<file path="src/rtl/button_pkg.sv">
// Shared types and default timing constants for the pushbutton reader and
// related board-input logic.
package button_pkg;

  typedef enum logic [1:0] {
    IDLE       = 2'd0,
    PRESS_DB   = 2'd1,
    HELD       = 2'd2,
    RELEASE_DB = 2'd3
  } btn_state_e;

  localparam int unsigned CLK_HZ      = 12000000;
  localparam int unsigned DEBOUNCE_MS = 10;
  localparam int unsigned LONG_MS     = 1000;

  localparam int unsigned CYCLES_PER_MS = CLK_HZ / 1000;

endpackage

</file>
<file path="src/rtl/sync_2ff.sv">
// Two-flop synchroniser with a configurable reset value, for asynchronous
// board inputs.
module sync_2ff #(
  parameter int unsigned        WIDTH     = 1,
  parameter logic [WIDTH-1:0]   RESET_VAL = '0
) (
  input  logic             clk_i,
  input  logic             rst_n_i,
  input  logic [WIDTH-1:0] d_i,
  output logic [WIDTH-1:0] q_o
);

  logic [WIDTH-1:0] meta_q;
  logic [WIDTH-1:0] sync_q;

  always_ff @(posedge clk_i) begin
    if (!rst_n_i) begin
      meta_q <= RESET_VAL;
      sync_q <= RESET_VAL;
    end else begin
      meta_q <= d_i;
      sync_q <= meta_q;
    end
  end

  assign q_o = sync_q;

endmodule

</file>
<file path="src/rtl/button_reader.sv">
// Debounced active-low pushbutton reader: clean level plus one-cycle press,
// release, click and long-press strobes.
//
// state      | meaning
// IDLE       | button accepted as released
// PRESS_DB   | counting stable low samples before accepting a press
// HELD       | button accepted as down, hold time accumulating
// RELEASE_DB | counting stable high samples before accepting a release
module button_reader
  import button_pkg::*;
#(
  parameter int unsigned DEBOUNCE_CYCLES = CYCLES_PER_MS * DEBOUNCE_MS,
  parameter int unsigned LONG_CYCLES     = CYCLES_PER_MS * LONG_MS
) (
  input  logic clk,
  input  logic rst_n,
  input  logic btn_n,
  output logic pressed,
  output logic press_pulse,
  output logic release_pulse,
  output logic click_pulse,
  output logic long_pulse
);

  localparam int unsigned DB_W   = $clog2(DEBOUNCE_CYCLES + 1);
  localparam int unsigned HOLD_W = $clog2(LONG_CYCLES + 1);

  localparam logic [DB_W-1:0]   DB_MAX   = DB_W'(DEBOUNCE_CYCLES);
  localparam logic [HOLD_W-1:0] HOLD_MAX = HOLD_W'(LONG_CYCLES);

  logic btn_s;

  btn_state_e        state_q;
  logic [DB_W-1:0]   db_cnt_q;
  logic [HOLD_W-1:0] hold_cnt_q;
  logic              long_done_q;

  sync_2ff #(
    .WIDTH     (1),
    .RESET_VAL (1'b1)
  ) u_sync (
    .clk_i   (clk),
    .rst_n_i (rst_n),
    .d_i     (btn_n),
    .q_o     (btn_s)
  );

  always_ff @(posedge clk) begin
    if (!rst_n) begin
      state_q       <= IDLE;
      db_cnt_q      <= '0;
      hold_cnt_q    <= '0;
      long_done_q   <= 1'b0;
      pressed       <= 1'b0;
      press_pulse   <= 1'b0;
      release_pulse <= 1'b0;
      click_pulse   <= 1'b0;
      long_pulse    <= 1'b0;
    end else begin
      press_pulse   <= 1'b0;
      release_pulse <= 1'b0;
      click_pulse   <= 1'b0;
      long_pulse    <= 1'b0;

      case (state_q)
        IDLE: begin
          if (!btn_s) begin
            state_q  <= PRESS_DB;
            db_cnt_q <= DB_W'(1);
          end
        end

        PRESS_DB: begin
          if (btn_s) begin
            state_q <= IDLE;
          end else if (db_cnt_q == DB_MAX) begin
            state_q     <= HELD;
            pressed     <= 1'b1;
            press_pulse <= 1'b1;
            hold_cnt_q  <= '0;
            long_done_q <= 1'b0;
          end else begin
            db_cnt_q <= db_cnt_q + DB_W'(1);
          end
        end

        HELD: begin
          // A release sample takes priority over the hold count reaching its limit.
          if (btn_s) begin
            state_q  <= RELEASE_DB;
            db_cnt_q <= DB_W'(1);
          end else if (hold_cnt_q != HOLD_MAX) begin
            hold_cnt_q <= hold_cnt_q + HOLD_W'(1);
            if ((hold_cnt_q == HOLD_MAX - HOLD_W'(1)) && !long_done_q) begin
              long_pulse  <= 1'b1;
              long_done_q <= 1'b1;
            end
          end
        end

        RELEASE_DB: begin
          // hold_cnt_q is left untouched so a bounce resumes the hold where it stopped.
          if (!btn_s) begin
            state_q <= HELD;
          end else if (db_cnt_q == DB_MAX) begin
            state_q       <= IDLE;
            pressed       <= 1'b0;
            release_pulse <= 1'b1;
            click_pulse   <= !long_done_q;
          end else begin
            db_cnt_q <= db_cnt_q + DB_W'(1);
          end
        end

        default: begin
          state_q <= IDLE;
          pressed <= 1'b0;
        end
      endcase
    end
  end

endmodule

</file>
<file path="config.mk">
export PLATFORM = sky130hd
export DESIGN_NAME = button_reader
export DESIGN_NICKNAME = d
export VERILOG_FILES = /design/src/rtl/button_pkg.sv /design/src/rtl/sync_2ff.sv /design/src/rtl/button_reader.sv
export SDC_FILE = /design/constraint.sdc
export NUM_CORES = 1
export LEC_CHECK = 0
export CAP_MARGIN = 20
export CORE_MARGIN = 5
export CORE_UTILIZATION = 61
export CTS_CLUSTER_DIAMETER = 50
export CTS_CLUSTER_SIZE = 10
export DETAILED_ROUTE_END_ITERATION = 16
export MAX_ROUTING_LAYER = met4
export PLACE_DENSITY = 0.86
export SLEW_MARGIN = 15
export SYNTH_ARGS = -nofsm -noshare
export SYNTH_HDL_FRONTEND = slang
export SYNTH_SLANG_ARGS = --single-unit
</file>
<file path="constraint.sdc">
create_clock -name clk -period 2.9 [get_ports clk]
set_input_delay 0.58 -clock clk [delete_from_list [all_inputs] [get_ports clk]]
set_output_delay 0.58 -clock clk [all_outputs]
set_load 0.05 [all_outputs]
</file>
==> results of run 1 <==
## worst max-delay path: stages, from the launching register on
cell and delay [ns]:
dfxtp_1 0.36, inv_1 0.07, ha_1 0.17, or4bb_1 0.53, nor4_4 0.40, a21boi_2 0.23, a221oi_2 0.32, a21oi_1 0.06
## registers in the layout, indices dropped and copies added, names as in the netlist, named ones only
signal         count
state_q            1
long_pulse         1
click_pulse        1
release_pulse      1
press_pulse        1
hold_cnt_q        24
u_sync.meta_q      1
u_sync.q_o         1
long_done_q        1
db_cnt_q          17
pressed            1
## per-layer routing
layer  routed length (um)  vias up
li1                     -     1142
met1                 2590     1118
met2                 2740       79
met3                  335        6
met4                   47        0
met5                    0        -
## power groups by stage
stage / combinational, uW / sequential [uW] / clock (uW)
4_1_cts: 31.5 / 706 / 403
5_1_grt: 33.6 / 707 / 438
6_report: 31.0 / 706 / 395
2_1_floorplan: 24.8 / 720 / 0
3_3_place_gp: 29.7 / 722 / 0
3_5_place_dp: 31.1 / 722 / 0
## kinds of logic (layout without fill, tap and decap cells)
kind of cell,Yosys count,in the layout,share of synthesized area (%)
compound gates,72,72,18.3
xor+xnor,14,14,4.61
fa+ha+maj,4,4,1.88
buf+inv,26,32,5.79
flops,51,51,38.4
mux,3,3,1.13
simple gates,137,137,29.9
## synth_stat cells (all sizes together), types with 3 or more instances
cell type  instances
a211oi             3
nor2              23
xor2               9
a21oi             12
a21o               4
nand3              9
and3               9
a21boi             5
nor2b              4
ha                 4
nor4               5
a31oi             21
o21a               5
nand4             15
and2               3
xnor2              5
nor3               5
nand2             37
and4               8
mux2i              3
o21ai              9
clkbuf            14
dfxtp             51
inv               10
## metrics by stage
| step | hold slack (ns) | setup WS [ns] | util (%) | power (uW) |
|---|---|---|---|---|
| after detailed placement | 0.396 | 0.515 | 63.6 | 754 |
| after CTS | 0.424 | 0.649 | 65.6 | 1140 |
| after global placement | 0.398 | 0.595 | 63.6 | 752 |
| final | 0.419 | 0.636 | 65.6 | 1130 |
| after floorplan | 0.386 | 0.803 | - | 745 |
| after global routing | 0.464 | 0.473 | 65.6 | 1180 |
## how the worst max path moves through the flow
stage | startpoint | end | slack, ns | depth (start not counted)
2_1_floorplan | db_cnt_q[0] | hold_cnt_q[4] | 0.80 | 7
3_3_place_gp | rst_n | hold_cnt_q[21] | 0.59 | 7
3_5_place_dp | rst_n | hold_cnt_q[22] | 0.52 | 7
4_1_cts | db_cnt_q[0] | hold_cnt_q[4] | 0.65 | 7
5_1_grt | u_sync.q_o | db_cnt_q[12] | 0.47 | 5
6_report | db_cnt_q[0] | hold_cnt_q[4] | 0.64 | 7
## layout make-up
| cell class | instances | area, um2 |
|---|---|---|
| Multi-Input combinational cell | 230 | 1480 |
| Fill cell | 370 | 1480 |
| Sequential cell | 51 | 1020 |
| Timing Repair Buffer | 14 | 123 |
| Clock buffer | 6 | 72.6 |
| Tap cell | 52 | 65.1 |
| Inverter | 10 | 37.5 |
| Clock inverter | 2 | 12.5 |
==> summary.txt, run 1 <==
STA
  • Final Skew: 0.0103 ns
  • Tcrit/Tclk final: 78.1%
  • Setup TNS: 0 ns
  • FMAX: 442 MHz
  • Max_slew headroom: 42.1%
  • Max-slew violation count: 0
  • Setup-failing EPs final: 0
  • Worst Tran Pin Value: 0.862 ns
  • Final Hold Violating Endpoints: 0
  • RSZ-0062 raised after global routing: false
  • Tmin final: 2.26 ns

Logic synthesis
  • Post-synth EDFFs: 0
  • Top post-synthesis cells by area: dfxtp_1, nand2_1, a31oi_1, nand4_1, nor2_1
  • Gate Count Post-Synth: 307
  • Asr flop ratio synth: 0%
  • Cell variety after synth: 53
  • Seq cells post-synth: 51
  • Synthesized area per cell: 8.66 um2
  • Net count after synthesis: 314
  • Top_reg_cell synth: dfxtp_1
  • Register area share after synthesis: 38.4%
  • Yosys synthesis warning count: 0
  • Dominant cell type by area after synthesis: dfxtp_1
  • Area share of the leading cell type in the synthesized netlist: 38.4%
  • Post-Synthesis Cell Area: 2660 um2

Clocking
  • CTS H-tree depth: 2
  • Clk Latency, worst-skew pair: 0.30 ns
  • Hold buffer count at cts: 0
  • Post CTS Setup Buffer Count: 0
  • Clock root buffer: clkbuf_8
  • Clock-pin slew on the worst setup and hold paths: 0.09 ns
  • CTS Buf Count: 5
  • CTS resizes: 0
  • CTS max path bufs: 2
  • Clock sink count: 51
  • CTS tree: done

Drt
  • Starting DRC count in detailed routing: 261
  • Routed len/inst: 15.7 um
  • Vias post-DR: 2345
  • DRC Markers: 0
  • First drt pass iteration count: 5
  • Routed vias/inst: 6.42
  • Routed Wire Length: 5710 um
  • Remaining antenna violation count after routing: 0

Placed design
  • Gpl congestion: 0.873
  • Placed Cells: 357
  • Placed cell areas: 2730 um2
  • DP Wirelength: 4020 um
  • IO buf count: 7

Die
  • Die Ht: 76.0 um
  • Full die area: 5780 um2
  • Cell row count: 24
  • Width of the die: 76.0 um
  • Initial Utilization: 61.9%
  • IO Count: 8
  • CORE AREA: 4290 um2

Setup path
  • Setup CP Type: flop to flop
  • CP Data Required Time: 3.08 ns
  • Crit path max fanout: 8
  • Reg2reg path depth: 7
  • CP Capture Type: flop
  • Reg-to-reg startpoint: db_cnt_q[0]
  • Reg-to-Reg End: hold_cnt_q[4]
  • R2R Setup Slk: 0.64 ns
  • Crit start category: flop
  • Arr. time, crit path: 2.45 ns

Pwr
  • Internal: 883 uW
  • Leak pwr: 0.000974 uW
  • Sw Ratio: 22.0%
  • PwrDens: 402 nW/um2
  • Sequential fraction of design power: 62.4%
  • Power share of the combinational group: 2.7%
  • Switch Pwr: 249 uW
  • Clock power share: 34.9%
  • Peak supply drop: 299 uV

Hold path
  • WHS Path Cells: 1
  • Worst Hold Path EP: u_sync.q_o
  • Hold path start: u_sync.meta_q
  • Worst Hold Class: flop to flop

Layout
  • Layout net count: 319
  • Area Overhead vs Synth: 5.88%
  • Most common cell after layout, fill and taps aside: dfxtp_1
  • Final instance count without filler cells: 365
  • Final Cell Area: 2820 um2
  • Ant diodes: 0
  • Proportion of layout cells with a drive suffix above 1: 8.31%
  • Most frequent cells in the layout: dfxtp_1, nand2_1, nor2_1

Global routing
  • GRT met3 Usage: 3.55%
  • GRT Overall Usage: 21.1%
  • Vias in the first global route: 2196
  • Largest net degree at the start of global routing: 22
  • Global route overflow: 0
  • Initial antenna violation count: 0
  • Met1 GRT Util: 27.2%
  • First-pass GRT wire length: 10100 um
  • Met2 Usage GRT: 34.2%
  • Gr busiest metal: met2

Run status
  • Outcome: finished clean

Run
  • Max Cap Viol: 0
No activity file was read; power rests on OpenSTA's default activity.
==> inputs of run 2 (changes only) <==
CORE_UTILIZATION = 55   (was 61)
PLACE_DENSITY = 0.82   (was 0.86)
clock period = 1.87 ns   (was 2.9 ns; I/O delays follow)
==> summary.txt, run 2 (same netlist as run 1, synthesis figures left out) <==
Run status
  • Outcome: finished, violations left
  • Failing checks: setup timing

Die
  • Die Ht: 79.5 um
  • Width of the die: 79.5 um
  • Full die area: 6330 um2
  • Initial Utilization: 56.3%
  • CORE AREA: 4720 um2
  • IO Count: 8
  • Cell row count: 25

Drt
  • DRC Markers: 0
  • Routed len/inst: 16.2 um
  • Vias post-DR: 2586
  • Routed vias/inst: 6.13
  • Starting DRC count in detailed routing: 253
  • Routed Wire Length: 6840 um
  • First drt pass iteration count: 5
  • Remaining antenna violation count after routing: 0

Layout
  • Area Overhead vs Synth: 23.6%
  • Layout net count: 361
  • Most common cell after layout, fill and taps aside: dfxtp_1
  • Ant diodes: 0
  • Max reg flops: 24
  • Final instance count without filler cells: 422
  • Biggest register: hold_cnt_q
  • Most frequent cells in the layout: dfxtp_1, buf_4, nand2_1
  • Largest registers: hold_cnt_q: 24 flops, db_cnt_q: 17 flops
  • Proportion of layout cells with a drive suffix above 1: 23.7%
  • Final core occ: 69.6%
  • # fillers: 342

Clocking
  • Clock root buffer: clkbuf_8
  • Clock sink count: 51
  • Clock-pin slew on the worst setup and hold paths: 0.09 ns
  • Clk Latency, worst-skew pair: 0.30 ns
  • CTS Buf Count: 5
  • Hold buffer count at cts: 0
  • CTS tree: done
  • CTS H-tree depth: 2
  • CTS max path bufs: 2

Setup path
  • CP Capture Type: flop
  • Worst path max stage delay: 0.55 ns
  • Setup CP Type: flop to flop
  • Critical Path Slowest Stage Cell: or4_4
  • Critical-path cell list: or4_4, nor4_4, buf_6, a21boi_4, buf_6, buf_4, o21a_1
  • Most frequent CP cell: buf_6
  • Crit start category: flop
  • Crit path max fanout: 6
  • CP Data Required Time: 2.08 ns
  • Arr. time, crit path: 2.17 ns

Global routing
  • Global route overflow: 0
  • Vias in the first global route: 2462
  • Largest net degree at the start of global routing: 15
  • Initial antenna violation count: 0
  • First-pass GRT wire length: 11100 um
  • GRT Overall Usage: 22.5%

Run
  • Max Cap Viol: 0

STA
  • Setup-failing EPs final: 22
  • Max_slew headroom: 61.8%
  • Worst Tran Pin Value: 0.572 ns
  • Final setup margin: -0.0940 ns
  • Tmin final: 1.96 ns
  • FMAX: 509 MHz
  • Max-slew violation count: 0
  • Tcrit/Tclk final: 105%
  • Final Skew: 0.0112 ns
  • RSZ-0062 raised after global routing: true
  • Final Hold Violating Endpoints: 0

Placed design
  • Placed Cells: 409
  • Gpl congestion: 0.899
  • Post-Place Worst Slack: -0.0497 ns
  • IO buf count: 7
  • DP Wirelength: 4690 um

Pwr
  • Tot Pwr: 1850 uW
  • PwrDens: 564 nW/um2
  • Peak supply drop: 287 uV
  • Leak pwr: 0.00125 uW

Hold path
  • Worst Hold Class: flop to flop
## run 2: critical path, delay by kind of cell, from the launching register on
family / cells / cell delay [ns]
flip-flops: 1 / 0.32
AO/OA/AOI/OAI: 2 / 0.17
buffers and inverters: 3 / 0.50
AND/OR/NAND/NOR: 2 / 0.89
## run 2: cell type report
cell class	count	area, um2	area share (%)
Inverter	10	37.5	1.14
Sequential cell	51	1030	31.3
Multi-Input combinational cell	231	1570	47.8
Clock buffer	8	100	3.05
Tap cell	67	83.8	2.55
Timing Repair Buffer	55	468	14.2
## run 2: what timing repair did
| item | in CTS | in global routing |
|---|---|---|
| gates resized for setup | 9 | 13 |
| cloned | 0 | 1 |
| setup buffers | 2 | 2 |
| endpoints found under the setup margin | 16 | 28 |
| pin swaps | 5 | 10 |
## run 2: routing by layer
| metal | routed length (um) | part of all wire [%] | GRT usage (%) |
|---|---|---|---|
| met5 | 0 | 0 | - |
| met4 | 169 | 2.5 | 7.73 |
| met3 | 396 | 5.8 | 4.40 |
| met2 | 3300 | 48 | 37.2 |
| met1 | 2970 | 43 | 27.5 |
## run 2: worst paths after layout
check | to | from | slack, ns | depth (start not counted)
setup / recovery | long_done_q | db_cnt_q[8] | -0.09 | 7
hold / removal | u_sync.q_o | u_sync.meta_q | 0.43 | 1
setup reg to reg | long_done_q | db_cnt_q[8] | -0.09 | 7
hold reg to reg | u_sync.q_o | u_sync.meta_q | 0.43 | 1
## run 2: metrics by stage
| step | hold WS, ns | TNS (ns) | cell area (um2) |
|---|---|---|---|
| 6_report | 0.428 | -1.14 | 3290 |
| 4_1_cts | 0.437 | -0.0915 | 3210 |
| 3_3_place_gp | 0.395 | 0 | 3070 |
| 3_5_place_dp | 0.418 | -0.0886 | 3070 |
| 2_1_floorplan | 0.386 | -0.166 | 2680 |
| 5_1_grt | 0.478 | -2.81 | 3290 |
## run 2: report_power, final
part / switching [uW] / internal, uW
Sequential: 2.39 / 1090
Combinational: 42.8 / 35.8
Clock: 347 / 338
Total: 392 / 1460
==> inputs of run 3 (changes only) <==
CORE_MARGIN = not set   (was 5)
==> summary.txt, run 3 (same netlist as run 1, synthesis figures left out) <==
Layout
  • Area Overhead vs Synth: 23.7%
  • Most frequent cells in the layout: dfxtp_1, buf_4, nand2_1
  • Proportion of layout cells with a drive suffix above 1: 24.6%
  • Biggest register: hold_cnt_q
  • Most common cell after layout, fill and taps aside: dfxtp_1
  • # fillers: 302
  • Layout net count: 356
  • Ant diodes: 0
  • Largest registers: hold_cnt_q: 24 flops, db_cnt_q: 17 flops
  • Max reg flops: 24

Die
  • CORE AREA: 4500 um2
  • Cell row count: 24
  • Initial Utilization: 59.0%
  • Die Ht: 71.5 um
  • Full die area: 5120 um2
  • Width of the die: 71.5 um
  • IO Count: 8

Setup path
  • Critical-path cell list: or4_4, nor4_4, buf_6, a21boi_4, a221oi_2, a21oi_1
  • Worst setup path endpoint: hold_cnt_q[4]
  • CP Data Required Time: 2.08 ns
  • CP Buf/Inv Count: 1
  • Setup CP Type: flop to flop
  • Reg-to-Reg End: hold_cnt_q[4]
  • Crit path max fanout: 6
  • Crit start category: flop
  • CP top delay family: simple AND/OR/NAND/NOR gates
  • Worst path max stage delay: 0.54 ns
  • Reg-to-reg startpoint: db_cnt_q[8]
  • Arr. time, crit path: 2.12 ns
  • Worst path depth: 6
  • CP Capture Type: flop
  • Crit path from: db_cnt_q[8]
  • Critical Path Slowest Stage Cell: or4_4
  • Reg2reg path depth: 6
  • R2R Setup Slk: -0.04 ns

Pwr
  • Sequential fraction of design power: 52.1%
  • PwrDens: 637 nW/um2
  • Tot Pwr: 2090 uW
  • Switch Pwr: 440 uW
  • Sw Ratio: 21.0%
  • Leak pwr: 0.00125 uW
  • Internal: 1650 uW
  • Peak supply drop: 328 uV
  • Clock power share: 44.3%
  • Power share of the combinational group: 3.5%

Global routing
  • Met1 GRT Util: 37.1%
  • Largest net degree at the start of global routing: 18
  • Initial antenna violation count: 0
  • Vias in the first global route: 2537
  • Gr busiest metal: met2
  • First-pass GRT wire length: 11600 um
  • Met2 Usage GRT: 46.8%
  • Global route overflow: 0
  • GRT Overall Usage: 30.2%
  • GRT met3 Usage: 7.17%

Clocking
  • CTS H-tree depth: 2
  • CTS tree: done
  • CTS Buf Count: 5
  • Clock-pin slew on the worst setup and hold paths: 0.09 ns
  • Clock root buffer: clkbuf_8
  • Clock sink count: 51
  • Clk Latency, worst-skew pair: 0.32 ns
  • CTS max path bufs: 2

STA
  • Max-slew violation count: 0
  • Final setup margin: -0.0450 ns
  • FMAX: 522 MHz
  • Setup-failing EPs final: 9
  • Final Skew: 0.0122 ns
  • WHS: 0.423 ns
  • Setup TNS: -0.213 ns
  • Tmin final: 1.91 ns
  • RSZ-0062 raised after global routing: true
  • Worst Tran Pin Value: 0.541 ns
  • Max_slew headroom: 63.8%
  • Tcrit/Tclk final: 102%
  • Final Hold Violating Endpoints: 0

Run
  • Max Cap Viol: 0

Drt
  • DRC Markers: 0
  • Starting DRC count in detailed routing: 346
  • First drt pass iteration count: 5
  • Routed vias/inst: 6.52
  • Remaining antenna violation count after routing: 0
  • Routed len/inst: 18.4 um
  • Routed Wire Length: 7390 um
  • Vias post-DR: 2622

Run status
  • Failing checks: setup timing
  • Outcome: finished, violations left

Placed design
  • Post-Place Worst Slack: -0.0870 ns
  • DP Wirelength: 4440 um
  • Gpl congestion: 0.888
  • IO buf count: 7

Hold path
  • Worst Hold Class: flop to flop
## run 3: changes by cell type in the layout (fill, tap and decap cells not counted), sizes merged
cell | before | now
bufinv | 0 | 2
a21boi | 5 | 6
buf | 49 | 42
clkbuf | 8 | 5
clkinvlp | 0 | 1
dlymetal6s2s | 0 | 1
## run 3: worst min-delay path by stage
stage                     slack (ns)         end  depth (start not counted)     startpoint
after global routing            0.45  u_sync.q_o                          1  u_sync.meta_q
after floorplan                 0.39  u_sync.q_o                          1  u_sync.meta_q
after detailed placement        0.40  u_sync.q_o                          1  u_sync.meta_q
after CTS                       0.42  u_sync.q_o                          1  u_sync.meta_q
after global placement          0.39  u_sync.q_o                          1  u_sync.meta_q
final                           0.42  u_sync.q_o                          1  u_sync.meta_q
## run 3: timing repair
action / 4_1_cts / 5_1_grt
pin swaps: 9 / 13
gates resized for setup: 12 / 16
cloned: 1 / 1
hold buffers: 0 / 0
buffers inserted: 2 / 1
endpoints found under the setup margin: 28 / 33
## run 3: stage by stage
stage                     cell area (um2)  utilization [%]  cells
final                                3290             73.0    402
after global routing                 3290             73.0    402
after CTS                            3200             71.0    400
after detailed placement             3000             66.7    389
after global placement               3000             66.7    389
after floorplan                      2680                -    307
## run 3: final cells by class
class                           count  area [um2]  share of cell area (%)
Multi-Input combinational cell    232        1610                    49.1
Inverter                           10        37.5                    1.14
Tap cell                           52        65.1                    1.98
Timing Repair Buffer               49         408                    12.4
Clock buffer                        5        68.8                    2.09
Sequential cell                    51        1030                    31.2
Clock inverter                      3        67.6                    2.05
## run 3: power groups by stage
stage | clock network, uW | registers (uW) | logic (uW)
finish | 928 | 1090 | 74.2
global route | 968 | 1090 | 79.2
CTS | 911 | 1090 | 66.7
detailed placement | 0 | 1120 | 60.1
global placement | 0 | 1120 | 58.9
floorplan | 0 | 1120 | 39.0
## run 3: worst register-to-register path, cell delays in order (launching register included)
cell	delay [ns]
dfxtp_2	0.34
or4_4	0.54
nor4_4	0.30
buf_6	0.19
a21boi_4	0.10
a221oi_2	0.30
a21oi_1	0.06
## run 3: routing by layer
layer / share of wire (%) / routed length [um]
met5: 0 / 0
met1: 44 / 3230
met3: 6.5 / 480
met2: 47 / 3470
met4: 2.9 / 212
